## src/rtl/pkt_formatter_if.sv

```systemverilog
// pkt_formatter_if: bus bundle between the channel arbiter, the packet
// formatter and the downstream consumer.
//   master modport : formatter side (drives f2a_* and fmt_* outputs)
//   slave modport  : environment side (arbiter/slave and consumer)
// Signals:
//   f2a_id_req_o / f2a_ack_o            ID request pulse and slave pop strobe
//   a2f_val_i / a2f_id_i / a2f_data_i   selected slave byte, granted ID
//   a2f_pkglen_sel_i                    package length code
//   fmt_req_o / fmt_grant_i             downstream bus request / grant
//   fmt_ready_i / fmt_val_o             output byte handshake
//   fmt_start_o / fmt_end_o             frame markers
//   fmt_id_o / fmt_data_o               packet channel ID and byte
//   fmt_parity_o                        only when FMT_PARITY_EN is defined
interface pkt_formatter_if #(
  parameter int unsigned DATA_W = 8
);
  logic              f2a_id_req_o;
  logic              f2a_ack_o;
  logic              a2f_val_i;
  logic [1:0]        a2f_id_i;
  logic [DATA_W-1:0] a2f_data_i;
  logic [2:0]        a2f_pkglen_sel_i;
  logic              fmt_req_o;
  logic              fmt_grant_i;
  logic              fmt_ready_i;
  logic              fmt_val_o;
  logic              fmt_start_o;
  logic              fmt_end_o;
  logic [1:0]        fmt_id_o;
  logic [DATA_W-1:0] fmt_data_o;
`ifdef FMT_PARITY_EN
  logic              fmt_parity_o;
`endif

  modport master (
    input  a2f_val_i, a2f_id_i, a2f_data_i, a2f_pkglen_sel_i,
    input  fmt_grant_i, fmt_ready_i,
`ifdef FMT_PARITY_EN
    output fmt_parity_o,
`endif
    output f2a_id_req_o, f2a_ack_o, fmt_req_o, fmt_val_o,
    output fmt_start_o, fmt_end_o, fmt_id_o, fmt_data_o
  );

  modport slave (
    output a2f_val_i, a2f_id_i, a2f_data_i, a2f_pkglen_sel_i,
    output fmt_grant_i, fmt_ready_i,
`ifdef FMT_PARITY_EN
    input  fmt_parity_o,
`endif
    input  f2a_id_req_o, f2a_ack_o, fmt_req_o, fmt_val_o,
    input  fmt_start_o, fmt_end_o, fmt_id_o, fmt_data_o
  );
endinterface

```

## src/rtl/pkt_formatter.sv

```systemverilog
// pkt_formatter: requests a channel ID from the arbiter, latches the granted
// ID and decoded packet length, pops exactly that many bytes from the selected
// slave and emits them as a framed, registered byte stream downstream.
// Ports:
//   clk_i   clock
//   rstn_i  asynchronous active-low reset
//   bus     pkt_formatter_if.master (arbiter, slave and consumer signals)
// Parameters:
//   PKT_GAP  idle cycles between end of packet and next ID request (0..15)
//   DATA_W   byte width, fixed at 8
// Optional feature: define FMT_PARITY_EN to add fmt_parity_o, the XOR of the
// registered output byte, registered alongside it.
module pkt_formatter #(
  parameter int unsigned PKT_GAP = 2,
  parameter int unsigned DATA_W  = 8
) (
  input  logic            clk_i,
  input  logic            rstn_i,
  pkt_formatter_if.master bus
);

  typedef enum logic [2:0] {
    ST_IDLE    = 3'd0,
    ST_REQ     = 3'd1,
    ST_WAIT_ID = 3'd2,
    ST_ARB     = 3'd3,
    ST_SEND    = 3'd4,
    ST_DRAIN   = 3'd5
  } state_t;

  localparam logic       GAP_ZERO = (PKT_GAP == 32'd0);
  localparam logic [3:0] GAP_LAST = GAP_ZERO ? 4'd0 : 4'(PKT_GAP - 32'd1);

  state_t            state_r;
  state_t            state_s;
  logic [3:0]        gap_cnt_r;
  logic              gap_done_s;
  logic [5:0]        rem_r;
  logic              first_r;
  logic [1:0]        id_r;
  logic              id_req_r;
  logic              req_r;
  logic              ack_s;
  logic              val_r;
  logic              start_r;
  logic              end_r;
  logic [DATA_W-1:0] data_r;
`ifdef FMT_PARITY_EN
  logic              parity_r;
`endif

  // Codes 1xx saturate at 32 so the 6-bit counter never needs more.
  function automatic logic [5:0] len_decode(input logic [2:0] sel);
    case (sel)
      3'b000:  len_decode = 6'd4;
      3'b001:  len_decode = 6'd8;
      3'b010:  len_decode = 6'd16;
      default: len_decode = 6'd32;
    endcase
  endfunction

`ifdef FMT_PARITY_EN
  function automatic logic even_parity(input logic [DATA_W-1:0] d);
    even_parity = ^d;
  endfunction
`endif

  assign gap_done_s = GAP_ZERO | (gap_cnt_r == GAP_LAST);

  // Next-state and slave pop strobe; the pop is combinational so a byte can
  // be accepted in the same cycle the output register is drained.
  always_comb begin
    state_s = state_r;
    ack_s   = 1'b0;
    case (state_r)
      ST_IDLE: begin
        if (gap_done_s) state_s = ST_REQ;
        else            state_s = ST_IDLE;
      end
      ST_REQ: begin
        state_s = ST_WAIT_ID;
      end
      ST_WAIT_ID: begin
        if (bus.a2f_id_i == 2'b11) state_s = ST_IDLE;
        else                       state_s = ST_ARB;
      end
      ST_ARB: begin
        if (bus.fmt_grant_i) state_s = ST_SEND;
        else                 state_s = ST_ARB;
      end
      ST_SEND: begin
        ack_s = bus.a2f_val_i & (~val_r | bus.fmt_ready_i) & (rem_r != 6'd0);
        if (ack_s && (rem_r == 6'd1)) state_s = ST_DRAIN;
        else                          state_s = ST_SEND;
      end
      ST_DRAIN: begin
        if (!val_r || (bus.fmt_ready_i && end_r)) state_s = ST_IDLE;
        else                                      state_s = ST_DRAIN;
      end
      default: begin
        state_s = ST_IDLE;
      end
    endcase
  end

  // State register plus the request strobes, registered from the next state
  // so they line up exactly with the state they belong to.
  always_ff @(posedge clk_i or negedge rstn_i) begin
    if (!rstn_i) begin
      state_r  <= ST_IDLE;
      id_req_r <= 1'b0;
      req_r    <= 1'b0;
    end else begin
      state_r  <= state_s;
      id_req_r <= (state_s == ST_REQ);
      req_r    <= (state_s == ST_ARB) || (state_s == ST_SEND) || (state_s == ST_DRAIN);
    end
  end

  // Inter-packet gap counter; only runs while idle.
  always_ff @(posedge clk_i or negedge rstn_i) begin
    if (!rstn_i) begin
      gap_cnt_r <= 4'd0;
    end else if ((state_r == ST_IDLE) && !gap_done_s) begin
      gap_cnt_r <= gap_cnt_r + 4'd1;
    end else begin
      gap_cnt_r <= 4'd0;
    end
  end

  // Packet context: ID and length captured once in WAIT_ID, remaining count
  // and first-byte flag advanced by each transfer.
  always_ff @(posedge clk_i or negedge rstn_i) begin
    if (!rstn_i) begin
      id_r    <= 2'b11;
      rem_r   <= 6'd0;
      first_r <= 1'b0;
    end else if ((state_r == ST_WAIT_ID) && (bus.a2f_id_i != 2'b11)) begin
      id_r    <= bus.a2f_id_i;
      rem_r   <= len_decode(bus.a2f_pkglen_sel_i);
      first_r <= 1'b1;
    end else if (ack_s) begin
      rem_r   <= rem_r - 6'd1;
      first_r <= 1'b0;
    end else begin
      rem_r   <= rem_r;
      first_r <= first_r;
    end
  end

  // Output register: load on transfer, clear on pop, otherwise hold.
  always_ff @(posedge clk_i or negedge rstn_i) begin
    if (!rstn_i) begin
      val_r    <= 1'b0;
      start_r  <= 1'b0;
      end_r    <= 1'b0;
      data_r   <= '0;
`ifdef FMT_PARITY_EN
      parity_r <= 1'b0;
`endif
    end else if (ack_s) begin
      val_r    <= 1'b1;
      start_r  <= first_r;
      end_r    <= (rem_r == 6'd1);
      data_r   <= bus.a2f_data_i;
`ifdef FMT_PARITY_EN
      parity_r <= even_parity(bus.a2f_data_i);
`endif
    end else if (bus.fmt_ready_i) begin
      val_r    <= 1'b0;
      start_r  <= 1'b0;
      end_r    <= 1'b0;
    end else begin
      val_r    <= val_r;
      start_r  <= start_r;
      end_r    <= end_r;
    end
  end

  assign bus.f2a_id_req_o = id_req_r;
  assign bus.f2a_ack_o    = ack_s;
  assign bus.fmt_req_o    = req_r;
  assign bus.fmt_val_o    = val_r;
  assign bus.fmt_start_o  = start_r;
  assign bus.fmt_end_o    = end_r;
  assign bus.fmt_id_o     = id_r;
  assign bus.fmt_data_o   = data_r;
`ifdef FMT_PARITY_EN
  assign bus.fmt_parity_o = parity_r;
`endif

endmodule

```

## src/flat_wrapper.sv

```systemverilog
// flat-port wrapper written by rule: the top's interface ports become plain ports
module pkt_formatter_flat 
#(
  parameter int unsigned PKT_GAP = 2,
  parameter int unsigned DATA_W  = 8
)
  (clk_i, rstn_i, bus_a2f_val_i, bus_a2f_id_i, bus_a2f_data_i, bus_a2f_pkglen_sel_i, bus_fmt_grant_i, bus_fmt_ready_i, bus_f2a_id_req_o, bus_f2a_ack_o, bus_fmt_req_o, bus_fmt_val_o, bus_fmt_start_o, bus_fmt_end_o, bus_fmt_id_o, bus_fmt_data_o);
  pkt_formatter_if #(.DATA_W(DATA_W)) bus_i ();
  input  logic clk_i;
  input  logic rstn_i;
  input wire logic [$bits(bus_i.a2f_val_i)-1:0] bus_a2f_val_i;
  input wire logic [$bits(bus_i.a2f_id_i)-1:0] bus_a2f_id_i;
  input wire logic [$bits(bus_i.a2f_data_i)-1:0] bus_a2f_data_i;
  input wire logic [$bits(bus_i.a2f_pkglen_sel_i)-1:0] bus_a2f_pkglen_sel_i;
  input wire logic [$bits(bus_i.fmt_grant_i)-1:0] bus_fmt_grant_i;
  input wire logic [$bits(bus_i.fmt_ready_i)-1:0] bus_fmt_ready_i;
  output wire logic [$bits(bus_i.f2a_id_req_o)-1:0] bus_f2a_id_req_o;
  output wire logic [$bits(bus_i.f2a_ack_o)-1:0] bus_f2a_ack_o;
  output wire logic [$bits(bus_i.fmt_req_o)-1:0] bus_fmt_req_o;
  output wire logic [$bits(bus_i.fmt_val_o)-1:0] bus_fmt_val_o;
  output wire logic [$bits(bus_i.fmt_start_o)-1:0] bus_fmt_start_o;
  output wire logic [$bits(bus_i.fmt_end_o)-1:0] bus_fmt_end_o;
  output wire logic [$bits(bus_i.fmt_id_o)-1:0] bus_fmt_id_o;
  output wire logic [$bits(bus_i.fmt_data_o)-1:0] bus_fmt_data_o;
  assign bus_i.a2f_val_i = bus_a2f_val_i;
  assign bus_i.a2f_id_i = bus_a2f_id_i;
  assign bus_i.a2f_data_i = bus_a2f_data_i;
  assign bus_i.a2f_pkglen_sel_i = bus_a2f_pkglen_sel_i;
  assign bus_i.fmt_grant_i = bus_fmt_grant_i;
  assign bus_i.fmt_ready_i = bus_fmt_ready_i;
  assign bus_f2a_id_req_o = bus_i.f2a_id_req_o;
  assign bus_f2a_ack_o = bus_i.f2a_ack_o;
  assign bus_fmt_req_o = bus_i.fmt_req_o;
  assign bus_fmt_val_o = bus_i.fmt_val_o;
  assign bus_fmt_start_o = bus_i.fmt_start_o;
  assign bus_fmt_end_o = bus_i.fmt_end_o;
  assign bus_fmt_id_o = bus_i.fmt_id_o;
  assign bus_fmt_data_o = bus_i.fmt_data_o;
  pkt_formatter #(.PKT_GAP(PKT_GAP), .DATA_W(DATA_W)) u_core (.clk_i(clk_i), .rstn_i(rstn_i), .bus(bus_i));
endmodule
```

## config.mk

```make
export PLATFORM = sky130hd
export DESIGN_NAME = pkt_formatter_flat
export DESIGN_NICKNAME = d
export VERILOG_FILES = /design/src/rtl/pkt_formatter_if.sv /design/src/rtl/pkt_formatter.sv /design/src/flat_wrapper.sv
export SDC_FILE = /design/constraint.sdc
export NUM_CORES = 1
export LEC_CHECK = 0
export ABC_AREA = 1
export CORE_UTILIZATION = 49
export DETAILED_ROUTE_END_ITERATION = 6
export HOLD_SLACK_MARGIN = 0.02
export PLACE_DENSITY = 0.9
export SLEW_MARGIN = 10
export SYNTH_ARGS = -nofsm -noshare
export SYNTH_HDL_FRONTEND = slang
export SYNTH_SLANG_ARGS = --single-unit
```

## constraint.sdc

```tcl
create_clock -name clk_i -period 1.65 [get_ports clk_i]
set_input_delay 0.165 -clock clk_i [delete_from_list [all_inputs] [get_ports clk_i]]
set_output_delay 0.165 -clock clk_i [all_outputs]
set_load 0.05 [all_outputs]
```

-- Word-level counts from Yosys, hierarchy flattened
Cells that the tools add are included.
- bits in latches: 0
- bits in writable memories: 0
- logic and storage cells: 63
- output and inout port bits: 16
- ROM bits: 0
- bits in registers: 29
- memories kept: 0
- input port bits: 18
- multiply operators: 0
- bitwise operators: 4
- equal/unequal tests: 15
- shift operators: 0
- div/mod/pow operators: 0
- mux-type cells: 17
- $lt $le $gt $ge: 0
- reductions and logical operators: 14
- add/sub/neg operators: 2
- operators by type and width (kind ; number):
    $pmux 3 s6 ; 1
    $pmux 6 s3 ; 1
    $eq 3x2->1 const B ; 4
    $eq 3x3->1 const B ; 4
    $mux 6 ; 2
    $eq 3x1->1 const B ; 3
    $mux 1 ; 9
    $eq 6x1->1 const B ; 1
    $logic_not 3->1 ; 2
    $mux 3 ; 2
    $reduce_bool 6->1 ; 1
    $sub 6x1->6 const B ; 1
    $add 4x1->4 const B ; 1
    $eq 4x1->1 const B ; 1
    $logic_and 1x1->1 ; 4
    $mux 4 ; 1
    $reduce_bool 2->1 ; 2
    $logic_or 1x1->1 ; 3
    $and 1x1->1 ; 2
    $eq 2x2->1 const B ; 1
    $logic_not 1->1 ; 2
    $mux 2 ; 1
    $ne 2x2->1 const B ; 1
    $not 1->1 ; 1
    $or 1x1->1 ; 1

-- Depth between registers and ports, before layout
Gate-level depths: netlist (run 1).
- word-level depth: 10
- mapped depth: 9
- depth with buffers taken out: 9

-- Least setup slack after synthesis (run 1)
Ideal clock, no wire load.
- path kind: reg-to-reg
- start: register u_core.val_r, in the netlist u_core.bus.fmt_val_o
- end: register u_core.end_r, in the netlist u_core.bus.fmt_end_o
- path buffers: 1
- setup time: 120 ps
- path slack: 220 ps
- arrival: 1309 ps
- cell stages (with the launch flop): 8
- period minus slack after synthesis: 1430 ps
- cell sequence: dfrtp_1 nand2_1 nand2_1 nor2_4 nand2_4 clkbuf_8 nand3_1 nand2_1
- longest elaborated chain between the ends: 6
- elaborated cells on any way between the ends: 7
- classes of those cells: mux: 2; bitwise: 4; reduce/logical: 1
- ends and longest elaborated chain (item ; line ; RTL):
    start: declaration ; pkt_formatter.sv:44 ; logic val_r;
    start signal: assignment ; pkt_formatter.sv:174 ; val_r <= val_r;
    $not 1->1 (*) ; pkt_formatter.sv:92 ; ack_s = bus.a2f_val_i & (~val_r | bus.fmt_ready_i) & (rem_r != 6'd0);
    $or 1x1->1 (*) ; pkt_formatter.sv:92 ;
    $and 1x1->1 (*) (2 in a row) ; pkt_formatter.sv:92 ;
    $mux 1 (*) ; pkt_formatter.sv:75 ; case (state_r)
    $mux 1 / $reduce_bool 2->1 (equally long branches) ; n/a ;
    end signal: assignment ; pkt_formatter.sv:164 ; end_r <= (rem_r == 6'd1);
    end signal: assignment ; pkt_formatter.sv:176 ; end_r <= end_r;
    end: declaration ; pkt_formatter.sv:46 ; logic end_r;
Mark *: on every way between the ends. The rest lies on a longest branch, timed or not.
A chain may end at the register's enable or synchronous reset.

-- Final worst setup path (run 1)
- start: register u_core.req_r, in the netlist u_core.bus.fmt_req_o
- end: output port bus_fmt_req_o
- RTL lines (item ; line ; RTL):
    start: declaration ; pkt_formatter.sv:42 ; logic req_r;
    start signal: assignment ; pkt_formatter.sv:116 ; req_r <= (state_s == ST_ARB) || (state_s == ST_SEND) || (state_s == ST_DRAIN);
    end: declaration ; flat_wrapper.sv:19 ; output wire logic [$bits(bus_i.fmt_req_o)-1:0] bus_fmt_req_o;
No word-level cell between the ends.

==> results.yml, run 1 <==
grt:
  grt_pass1_wl_um: 4878
  grt_usage: 0.1993
  grt_max_degree: 30
  gr-usage-met2: 0.3294
  grt_antenna_before_repair: 0
  grt_util_met3: 0.06452
  grt.overflow.total: 0
  use_met1: 0.2303
  busiest_layer: "met2"
  grt_pass1_vias: 1163
synth:
  syn_inst: 171
  ys_ff_latch: 29
  syn-num-nets: 193
  synth_area_um2: 1451
  post_synth_num_cell_types: 23
  synth-seq-area-share: 0.5017
  synth-compound-area-share: 0.01983
  yosysWarnings: 0
  synth_simple_gate_area_share: 0.3517
  synthAdderAreaFrac: 0.03448
  synth_top_family_by_area: "simple AND/OR/NAND/NOR gates"
  synth_mux_area_frac: 0
  avgSynthCellArea_um2: 8.488
  synthXorXnorAreaFrac: 0.01810
routing:
  wirelength_um: 2849
  vias_per_cell: 4.904
  avgRoutedWirePerCell_um: 11.40
  antenna_left: 0
  drtIter0Drc: 28
  num_vias: 1226
  drt-pass1-iter-count: 4
  route.detailed.drc: 0
place:
  place_congestion: 0.7920
  post-place-cells: 236
  port_buffers: 33
  placed_cell_area_um2: 1793
  dp_hpwl_um: 2002
  place_worst_setup_slack_ns: 0.09168
pwr:
  max-vdd-ir-drop_mv: 1.432
  power_density_nw_per_um2: 1824
  p_leak_uw: 0.001025
timing:
  post-route-period-util: 0.9701
  fmax_ghz: 0.6247
  hold_viol_final: 0
  slew_headroom: 0.6660
  post-route-min-period_ns: 1.601
  fin_skew_ns: 0.008990
  rsz0062_at_grt: "true"
  slew_viol_final: 0
  setup_viol: 0
  setup_ws_ns: 0.04935
  worst_pin_slew_ns: 0.5001
floorplan:
  coreArea_um2: 2781
  dieArea_um2: 3184
  die_height_um: 56.43
  start_util: 0.5218
  pin_count: 34
  die_w_um: 56.43
  rows: 19
cells_and_area:
  finalInstanceArea_um2: 1926
  mostFrequentLayoutCell: "nand2_1"
  drive_above_1_share: 0.2283
  final_cell_mix: "57 x nand2_1, 27 x dfrtp_1, 21 x nand3_1, 20 x buf_4, 18 x clkdlybuf4s50_1"
  utilization: 0.6923
  nFillCells: 217
  seqCellArea_um2: 728.2
  final_cells: 250
  area_delta_synth_final_pct: 32.67
  final_nets: 241
  antenna_cells: 0
  multiInputGateArea_um2: 638.1
setup_path:
  setup.worst_path.class: "reg -> out"
  endpoint_kind: "output port"
  crit_family: "buffers and inverters"
  cp_slowest_stage_delay_ns: 0.79
  worst_ep_required_time_ns: 1.48
  crit_buf_inv: 1
  critPathMaxFanout: 1
  cp_slowest_cell: "clkdlybuf4s50_1"
  worstPathArrival_ns: 1.44
  setup.worst_path.start_class: "flip-flop"
  cp_cell_sequence: "clkdlybuf4s50_1"
clock_tree:
  cts_made_buffers: 5
  max-clock-path-buffers: 2
  tritoncts: "yes"
  clkSinkCount: 29
  clkLatencyLatePin_ns: 0.32
  cts_root_buf: "clkbuf_4"
  htree_levels: 2
  cts.reportedPaths.clkPinSlew_ns: 0.09
job:
  drv_cap: 0
run_status:
  status: "finished, final reports clean"
min_path:
  min_path_type: "in -> async"
==> cell families after synthesis <==
family          after synthesis
xor+xnor                      3
flops                        29
compound gates                5
fa+ha+maj                     4
buf+inv                      19
simple gates                111
==> synthesized netlist by cell type, drive strengths merged <==
cell type / instances / area [um2]
buf: 2 / 31.28
clkbuf: 1 / 13.76
xnor2: 2 / 17.52
ha: 4 / 50.05
inv: 16 / 62.56
or2: 2 / 12.51
nand2: 61 / 244.0
o21ai: 5 / 28.78
dfrtp: 27 / 675.7
nand3: 23 / 125.1
nand3b: 2 / 15.01
nor2: 21 / 101.3
dfstp: 2 / 52.55
nand4: 2 / 12.51
xor2: 1 / 8.760
==> timing repair <==
action                                  4_1_cts  5_1_grt
setup buffers                                 1        6
pin swaps                                     1        2
endpoints found under the setup margin        5        2
hold buffers                                  0        0
resized for setup                             8        6
==> metrics by stage <==
step,setup TNS (ns),hold slack [ns],power (uW)
2_1_floorplan,0,-0.1306,2488
3_3_place_gp,0,0.4504,2920
3_5_place_dp,0,0.4537,2965
4_1_cts,0,0.2262,3423
5_1_grt,-0.008504,0.2731,3772
6_report,0,0.2160,3513
==> final timing paths <==
check | start | cells past startpoint | slack [ns] | endpoint
min in group clk_i | bus_a2f_data_i[6] | 3 | 0.37 | u_core.bus.fmt_data_o[6]$_DFFE_PN0P_
worst max-delay path | u_core.bus.fmt_req_o$_DFF_PN0_ | 1 | 0.05 | bus_fmt_req_o
worst max register to register | u_core.state_r[0]$_DFF_PN0_ | 9 | 0.08 | u_core.rem_r[1]$_DFFE_PN0P_
max in group asynchronous | rstn_i | 2 | 1.13 | u_core.bus.fmt_id_o[0]$_DFFE_PN1N_
worst min-delay path | rstn_i | 2 | 0.22 | u_core.bus.fmt_end_o$_DFFE_PN0P_
worst min register to register | u_core.bus.fmt_id_o[1]$_DFFE_PN1N_ | 2 | 0.46 | u_core.bus.fmt_id_o[1]$_DFFE_PN1N_
==> area by class of cell <==
cell class                      count  share of cell area
Clock buffer                        7             0.02859
Inverter                           16             0.03509
Multi-Input combinational cell    123              0.3314
Sequential cell                    29              0.3782
Tap cell                           31             0.02014
Timing Repair Buffer               44              0.2066
==> metal layers <==
metal | share of wire | up-vias
met2 | 0.48 | 30
li1 | - | 633
met4 | 0.025 | 0
met1 | 0.44 | 554
met5 | 0 | -
met3 | 0.048 | 9
==> state kept, by name (all words and copies together), names as in the netlist <==
register                 cells
u_core.bus.fmt_data_o        8
u_core.rem_r                 6
u_core.gap_cnt_r             4
u_core.state_r               3
u_core.bus.fmt_id_o          2
u_core.bus.f2a_id_req_o      1
u_core.bus.fmt_end_o         1
u_core.bus.fmt_req_o         1
u_core.bus.fmt_start_o       1
u_core.bus.fmt_val_o         1
u_core.first_r               1
==> power by group <==
part	switching (uW)	total, uW	leakage (uW)	internal [uW]
Combinational	1230	1900	0.000620	675
Clock	224	425	0.0000314	201
Sequential	197	1190	0.000374	990
Total	1650	3510	0.00102	1870
No activity file was read; power rests on OpenSTA's default activity.
==> inputs of run 2 (changes only) <==
Settings changed: CAP_MARGIN set to 20, GPL_ROUTABILITY_DRIVEN set to 1.
==> results of run 2 <==
The final DEF is identical to that of run 1; final timing and power are the same.
==> inputs of run 3 (changes only) <==
Settings changed: SETUP_SLACK_MARGIN set to 0.4.
==> run 3 against run 2 <==
Sequential share of layout area fell by 6.3 points. Design area up 21%. Final cell count up 11%. Total power is 27% higher. Clock-buffer cell count stayed put. Critical path type is now reg -> reg. Highest routed layer unchanged.
==> results.yml, run 3 (same netlist as run 1, synthesis figures left out) <==
run_status:
  status: "finished, final reports clean"
pwr:
  power.total_uw: 4476
  max-vdd-ir-drop_mv: 1.547
  power_density_nw_per_um2: 1918
  p_leak_uw: 0.001187
timing:
  setup_viol: 0
  post-route-min-period_ns: 1.581
  hold_viol_final: 0
  post-route-period-util: 0.9581
  rsz0062_at_grt: "true"
  slew_headroom: 0.7478
  slew_viol_final: 0
  fin_skew_ns: 0.01100
  worst_pin_slew_ns: 0.3782
  tns_ns: 0
  fmax_ghz: 0.6326
cells_and_area:
  area_delta_synth_final_pct: 60.78
  nFillCells: 130
  largest_register_ffs: 8
  finalInstanceArea_um2: 2333
  final_cell_mix: "45 x nand2_1, 32 x buf_4, 22 x dfrtp_1, 17 x clkdlybuf4s50_1, 14 x nor2_1"
  drive_above_1_share: 0.4534
  mostFrequentLayoutCell: "nand2_1"
  final_nets: 268
  antenna_cells: 0
floorplan:
  die_height_um: 56.43
  die_w_um: 56.43
  start_util: 0.5218
  pin_count: 34
  coreArea_um2: 2781
  dieArea_um2: 3184
  rows: 19
clock_tree:
  htree_levels: 2
  post_cts_hold_buffer_count: 0
  tritoncts: "yes"
  clkLatencyLatePin_ns: 0.34
  cts_root_buf: "clkbuf_4"
  cts.reportedPaths.clkPinSlew_ns: 0.10
  clkSinkCount: 29
  cts_made_buffers: 5
  max-clock-path-buffers: 2
routing:
  vias_per_cell: 5.486
  avgRoutedWirePerCell_um: 17.50
  highest_layer: "met4"
  dr_wl_met3_um: 359
  antenna_left: 0
  route.detailed.drc: 0
  wl_met2_um: 2547
  drt-pass1-iter-count: 4
  wirelength_um: 4866
  drtIter0Drc: 96
  wl_met1_um: 1788
  num_vias: 1525
setup_path:
  critPathMaxFanout: 8
  crit_top_cell: "nand3_1"
  cp_slowest_stage_delay_ns: 0.42
  cp_slowest_cell: "dfrtp_1"
  worst_ep_required_time_ns: 1.87
  endpoint_kind: "flip-flop"
  setup.worst_path.start_class: "flip-flop"
  worstPathArrival_ns: 1.80
  setup.worst_path.class: "reg -> reg"
  cp_cell_sequence: "inv_2, nand3_4, nor2_4, nand2_4, buf_4, buf_6, buf_8, nand3_1, nand3_1"
grt:
  grt_usage: 0.2729
  grt_max_degree: 30
  grt_antenna_before_repair: 0
  grt_pass1_vias: 1435
  grt_pass1_wl_um: 6548
  grt.overflow.total: 0
place:
  dp_hpwl_um: 2151
  port_buffers: 33
  placed_cell_area_um2: 1828
  place_congestion: 0.7914
job:
  drv_cap: 0
min_path:
  min_path_type: "in -> async"
==> run 3: worst paths after layout <==
path                                                    start                                   end  slack (ns)  cells past startpoint
setup / recovery                  u_core.state_r[1]$_DFF_PN0_           u_core.rem_r[3]$_DFFE_PN0P_        0.07                      9
hold / removal                                         rstn_i           u_core.rem_r[0]$_DFFE_PN0P_        0.21                      2
setup reg to reg                  u_core.state_r[1]$_DFF_PN0_           u_core.rem_r[3]$_DFFE_PN0P_        0.07                      9
hold reg to reg            u_core.bus.fmt_id_o[0]$_DFFE_PN1N_    u_core.bus.fmt_id_o[0]$_DFFE_PN1N_        0.48                      2
max in group asynchronous                              rstn_i    u_core.bus.fmt_id_o[1]$_DFFE_PN1N_        1.12                      2
min in group clk_i                          bus_a2f_data_i[2]  u_core.bus.fmt_data_o[2]$_DFFE_PN0P_        0.35                      3
==> run 3: timing repair <==
item | 4_1_cts | 5_1_grt
pin swaps | 9 | 7
cloned | 0 | 1
setup endpoints to repair | 26 | 34
buffers inserted | 24 | 8
resized for setup | 55 | 30
==> run 3: layer usage <==
layer / vias to the layer above / global-route usage
met3: 19 / 0.09217
met5: - / 0
met2: 83 / 0.4588
li1: 686 / -
met4: 0 / 0.09408
met1: 737 / 0.3252
==> run 3: area by class of cell <==
type / instances / area [um2] / area share
clock buffers: 7 / 55.05 / 0.02359
inverters: 16 / 70.07 / 0.03003
repair buffers: 71 / 656.9 / 0.2815
well taps: 31 / 38.79 / 0.01662
flip-flops and latches: 29 / 734.5 / 0.3147
clock inverters: 1 / 30.03 / 0.01287
multi-input cells: 123 / 748.2 / 0.3206
==> run 3: where the power goes <==
group / internal, uW / switching [uW]
combinational: 1050 / 1570
clock: 362 / 261
sequential: 997 / 236
total: 2410 / 2070
==> run 3: through the flow <==
stage	util	worst slack [ns]	cells	hold slack, ns
2_1_floorplan	-	0.3357	171	-0.1306
3_3_place_gp	0.6572	0.1101	237	0.4518
3_5_place_dp	0.6572	0.07918	237	0.4529
4_1_cts	0.7854	0.1625	269	0.2204
5_1_grt	0.8390	0.04942	278	0.2347
6_report	0.8390	0.06920	278	0.2060
==> run 3: worst max-delay path, delay by kind of cell, from the launching register on <==
kind	cells	cell delay [ns]
AND/OR/NAND/NOR	5	0.54
flip-flops	1	0.42
buffers and inverters	4	0.50
